**config.mk**
```make
export PLATFORM = sky130hd
export DESIGN_NAME = fetch_unit
export DESIGN_NICKNAME = d
export VERILOG_FILES = /design/src/rtl/fetch_unit_pkg.sv /design/src/rtl/fetch_unit_if_id_reg.sv /design/src/rtl/fetch_unit.sv
export SDC_FILE = /design/constraint.sdc
export NUM_CORES = 1
export LEC_CHECK = 0
export ABC_AREA = 1
export BUFFER_PORTS_ARGS = -buffer_cell sky130_fd_sc_hd__buf_2
export CAP_MARGIN = 20
export CORE_MARGIN = 10
export CORE_UTILIZATION = 40
export CTS_CLUSTER_DIAMETER = 50
export CTS_CLUSTER_SIZE = 8
export DETAILED_ROUTE_END_ITERATION = 8
export PLACE_DENSITY = 0.74
export SYNTH_ARGS = -nofsm -noshare
export SYNTH_HDL_FRONTEND = slang
export SYNTH_SLANG_ARGS = --single-unit
```
**constraint.sdc**
```tcl
create_clock -name clk -period 2.7 [get_ports clk]
set_input_delay 0.27 -clock clk [delete_from_list [all_inputs] [get_ports clk]]
set_output_delay 0.27 -clock clk [all_outputs]
set_load 0.005 [all_outputs]
```
**src/rtl/fetch_unit_pkg.sv**
```systemverilog
// Shared types and constants for the instruction-fetch stage.
// Latency: n/a (definitions only).
// Backpressure: n/a (definitions only).
package fetch_unit_pkg;

  localparam int          INSTR_W          = 16;
  localparam logic [15:0] NOP_INSTR        = 16'h0800;  // opcode 5'b00001
  localparam logic [15:0] DEFAULT_RESET_PC = 16'h0000;

  typedef enum logic {
    RUN    = 1'b0,
    HALTED = 1'b1
  } fetch_state_t;

  // IF/ID pipeline register contents
  typedef struct packed {
    logic [INSTR_W-1:0] instr;
    logic [15:0]        pc_plus2;
    logic               vld;
  } ifid_t;

  localparam ifid_t IFID_BUBBLE = '{instr: NOP_INSTR, pc_plus2: 16'h0000, vld: 1'b0};

  // Sequential PC step; 16-bit wrap, carry discarded
  function automatic logic [15:0] pc_step(input logic [15:0] pc);
    return pc + 16'd2;
  endfunction

endpackage

```
**src/rtl/fetch_unit_if_id_reg.sv**
```systemverilog
// IF/ID pipeline register with hold, bubble-load and normal-load controls.
// Latency: one cycle from load/bubble to output.
// Backpressure: holds contents whenever neither load nor bubble is asserted.
module if_id_reg
  import fetch_unit_pkg::*;
(
  input  logic  clk,
  input  logic  rst,
  input  logic  load,
  input  logic  bubble,
  input  ifid_t din,
  output ifid_t q
);

  // Bubble beats load; neither means hold
  always_ff @(posedge clk or posedge rst) begin
    if (rst) begin
      q <= IFID_BUBBLE;
    end else if (bubble) begin
      q <= IFID_BUBBLE;
    end else if (load) begin
      q <= din;
    end
  end

endmodule

```
**src/rtl/fetch_unit.sv**
```systemverilog
// Instruction fetch: PC, imem addressing, IF/ID register, halt/redirect handling.
// Latency: address in cycle N -> instr_out after the edge ending cycle N.
// Backpressure: stall freezes PC and IF/ID; imem_stall freezes PC and inserts bubbles.
module fetch_unit
  import fetch_unit_pkg::*;
#(
  parameter logic [15:0] RESET_PC = DEFAULT_RESET_PC
) (
  input  logic        clk,
  input  logic        rst,
  output logic [15:0] imem_addr,
  input  logic [15:0] imem_rdata,
  input  logic        imem_stall,
  input  logic        stall,
  input  logic        flush,
  input  logic [15:0] redirect_pc,
  input  logic        halt,
  output logic [15:0] instr_out,
  output logic [15:0] pc_plus2_out,
  output logic        valid_out,
  output logic        halted
);

  fetch_state_t state;
  logic [15:0]  pc;
  logic [15:0]  pc_next_seq;
  logic         halt_take;
  logic         ifid_load;
  logic         ifid_bubble;
  ifid_t        ifid_din;
  ifid_t        ifid_q;

  assign imem_addr   = pc;
  assign pc_next_seq = pc_step(pc);

  // A halt is only honoured for a real instruction that is not being held by decode
  assign halt_take = halt & ifid_q.vld & ~stall;

  assign ifid_din = '{instr: imem_rdata, pc_plus2: pc_next_seq, vld: 1'b1};

  // IF/ID control, priority flush > halt > stall > imem_stall > advance
  always_comb begin
    ifid_load   = 1'b0;
    ifid_bubble = 1'b0;
    if (state == RUN) begin
      if (flush || halt_take) begin
        ifid_bubble = 1'b1;
      end else if (stall) begin
        ifid_bubble = 1'b0;
      end else if (imem_stall) begin
        ifid_bubble = 1'b1;
      end else begin
        ifid_load = 1'b1;
      end
    end else begin
      // HALTED keeps a bubble in IF/ID regardless of flush
      ifid_bubble = 1'b1;
    end
  end

  // Fetch FSM and PC; halted is a registered copy of the next state
  always_ff @(posedge clk or posedge rst) begin
    if (rst) begin
      state  <= RUN;
      pc     <= RESET_PC;
      halted <= 1'b0;
    end else if (state == RUN) begin
      if (flush) begin
        pc <= redirect_pc;
      end else if (halt_take) begin
        state  <= HALTED;
        halted <= 1'b1;
      end else if (!stall && !imem_stall) begin
        pc <= pc_next_seq;
      end
    end else begin
      if (flush) begin
        pc     <= redirect_pc;
        state  <= RUN;
        halted <= 1'b0;
      end
    end
  end

  if_id_reg u_if_id_reg (
    .clk    (clk),
    .rst    (rst),
    .load   (ifid_load),
    .bubble (ifid_bubble),
    .din    (ifid_din),
    .q      (ifid_q)
  );

  assign instr_out    = ifid_q.instr;
  assign pc_plus2_out = ifid_q.pc_plus2;
  assign valid_out    = ifid_q.vld;

endmodule

```
==> reports/qor.yml <==
finalCriticalPeriod_ns: 1.62
synthXorXnorAreaFrac_pct: 2.53
seq_area_frac_synth_pct: 52.7
final.fill_count: 571
start_util_pct: 41.2
endpoint_kind: "flip-flop"
min_path_cells: 3
dp_hpwl_mm: 4.90
synth_compound_area_share_pct: 11.4
core_mm2: 0.00589
antenna_cells: 0
clock_sinks: 51
hold_class: "in2reg"
clk_pin_slew_worst_paths_ns: 0.10
cp.required_ns: 2.95
grt_max_degree: 33
die_w_um: 97.8
r2r-start: "state"
synth_top_family_by_area: "simple AND/OR/NAND/NOR gates"
synth.area.mux_share_pct: 0
synth_nets: 320
critical_path_class: "reg2reg"
p_leak_nw: 1.66
yosys.area_share.adder_pct: 0.517
crit_fanout: 24
ir_worst_vdd_mv: 0.230
yosys.area_share.simple_pct: 26.9
h-tree-depth: 2
power_density_mw_per_mm2: 573
path_cells: "inv_1 > nand3_2 > nor2_4 > inv_2 > o22ai_1 > inv_1"
grt_antenna_before_repair: 0
critPathMostFrequentCell: "inv_1"
skew_ns: 0.00727
cts_tree: "built"
drtIter0Drc: 84
netlist_instances: 281
period_share_pct: 59.9
placementRows: 28
dieArea_mm2: 0.00957
gp_congestion: 0.841
start_kind: "flip-flop"
status: "complete, no violations"
hold_start: "redirect_pc[0]"
arrival_ns: 1.86
grtUsageTotal_pct: 13.3
grt_pass1_wl_mm: 10.8
ys_ff_latch: 51
power_w: 0.00172
synth_cell_types: 25
yosysWarnings: 0
finalSetupTns_ns: 0
syn_area_per_cell_um2: 8.62
clock_latency_ns: 0.31
finalHoldViolCount: 0
rrSetupSlack_ns: 1.08
worst_path_max_delay_cell: "nor2_4"
relSlewSlack_pct: 61.5
via_per_inst: 4.82
grt_pass1_vias: 2235
overflow: 0
post-place-ws_ns: 1.02
vias: 2147
drive_gt1_share_pct: 30.5
setup_slack_ns: 1.08
ctsRootBufferMaster: "clkbuf_8"
post_cts_resized: 0
first_pass_iters: 4
synth_area_mm2: 0.00242
io_buffer_count: 87
register_area_mm2: 0.00128
tightest_slew_ns: 0.576
setup_viol: 0
clk_path_buf_depth: 2
wirelength_mm: 6.41
cts_buffers: 5
ff2ff_path_depth: 6
syn_to_final_growth_pct: 24.1
r2r_end: "u_if_id_reg.q[28]"
max_cap_violations: 0
grt_setup_unrepaired: "no"
ios: 88
max_stage_delay_ns: 0.48
multiInputGateArea_mm2: 0.00100
wl_per_cell_um: 14.4
die_h_um: 97.8
hold_end: "imem_addr[0]"
drv_slew: 0
ant_nets: 0
fin_nets: 408
max_clock_freq_mhz: 618
drt_drc_violations_left: 0
-- worst max-delay path by stage --
stage	depth (start not counted)	slack [ns]	start	endpoint
after floorplan	1	1.20	rst	halted
after global placement	6	1.10	flush	u_if_id_reg.q[18]
after detailed placement	7	1.02	stall	u_if_id_reg.q[28]
after CTS	6	1.04	state	u_if_id_reg.q[28]
after global routing	6	0.88	state	u_if_id_reg.q[8]
final	6	1.08	state	u_if_id_reg.q[28]
-- kinds of logic (layout without fill, tap and decap cells) --
| kind of cell | after synthesis | in the layout |
|---|---|---|
| AOI/OAI and AO/OA | 40 | 40 |
| xor gates and xnor gates | 7 | 7 |
| buffers and inverters | 29 | 118 |
| and+or+nand+nor | 153 | 153 |
| DFF | 51 | 51 |
| adders and majority gates | 1 | 1 |
-- critical path, delay by kind of cell (launching register included) --
family / cells / cell delay [ns]
flip-flops: 1 / 0.41
AND/OR/NAND/NOR: 2 / 0.62
AO/OA/AOI/OAI: 1 / 0.16
buffers and inverters: 3 / 0.37
-- layout by cell type (no fill, tap or decap) --
cell type and count:
nand2_1 93, dlygate4sd3_1 1, nand3_2 2, xnor2_1 3, nand2_4 1, o21ai_1 8
dfstp_2 1, nor2_1 32, clkinv_4 1, inv_2 5, a31oi_1 2, nor2_2 4
a22o_1 19, buf_2 87, a21oi_1 1, inv_1 15, nor2_4 2, o22ai_1 1
ha_1 1, o21ai_0 9, xor2_1 4, clkinvlp_4 1, clkbuf_8 6, nand2_2 1
nand3_1 12, buf_4 2, dfrtp_1 50, nand4_1 6
-- power by group --
group	total, W	leakage, nW	internal (W)	switching (W)
logic	0.000357	0.944	0.000146	0.000212
registers	0.000902	0.665	0.000830	0.0000720
clock network	0.000464	0.0474	0.000210	0.000255
total	0.00172	1.66	0.00119	0.000538
-- layer usage --
metal | GRT usage (%) | vias to the layer above | routed length (um)
li1 | - | 1088 | -
met1 | 16.6 | 982 | 2890
met2 | 21.5 | 71 | 2960
met3 | 4.58 | 6 | 493
met4 | 3.36 | 0 | 73
met5 | 0 | - | 0
-- synth_stat cells --
cell type | count | share of area (%)
o22ai_1 | 1 | 0.26
nor2_1 | 32 | 5.0
xnor2_1 | 3 | 1.1
xor2_1 | 4 | 1.4
nor2_4 | 2 | 0.93
buf_4 | 2 | 0.62
nand3_2 | 2 | 0.83
nand2_2 | 1 | 0.26
nand3_1 | 12 | 2.5
a21oi_1 | 1 | 0.21
o21ai_1 | 8 | 1.7
a22o_1 | 19 | 6.9
buf_6 | 3 | 1.4
inv_2 | 4 | 0.62
ha_1 | 1 | 0.52
dfrtp_1 | 50 | 52
nand2_4 | 1 | 0.46
buf_2 | 4 | 0.83
nand4_1 | 6 | 1.5
nand2_1 | 93 | 14
inv_1 | 16 | 2.5
dfstp_2 | 1 | 1.1
a31oi_1 | 2 | 0.52
nor2_2 | 4 | 1.0
o21ai_0 | 9 | 1.9
-- registers in the layout, summed over array words and instances (netlist names) --
| register | count |
|---|---|
| state | 1 |
| halted | 1 |
| imem_addr | 16 |
| u_if_id_reg.q | 33 |
-- layout make-up --
type | count | share of cell area, %
Clock buffer | 6 | 2.75
Clock inverter | 2 | 0.541
Inverter | 20 | 2.50
Multi-Input combinational cell | 201 | 33.3
Sequential cell | 51 | 42.5
Tap cell | 75 | 3.12
Timing Repair Buffer | 90 | 15.3
-- per-stage QoR --
step / instances / util (%) / hold slack (ns) / instance area, um2
CTS: 445 / 51.1 / 0.171 / 3010
finish: 445 / 51.1 / 0.171 / 3010
floorplan: 281 / - / 0.333 / 2420
global route: 445 / 51.1 / 0.168 / 3010
detailed placement: 436 / 49.2 / 0.309 / 2900
global placement: 436 / 49.2 / 0.306 / 2900
-- repair_timing --
action | 4_1_cts | 5_1_grt
hold buffers | 1 | 0
endpoints found under the hold margin | 21 | 0
buffers inserted | 0 | 0
No activity file was read; power rests on OpenSTA's default activity.
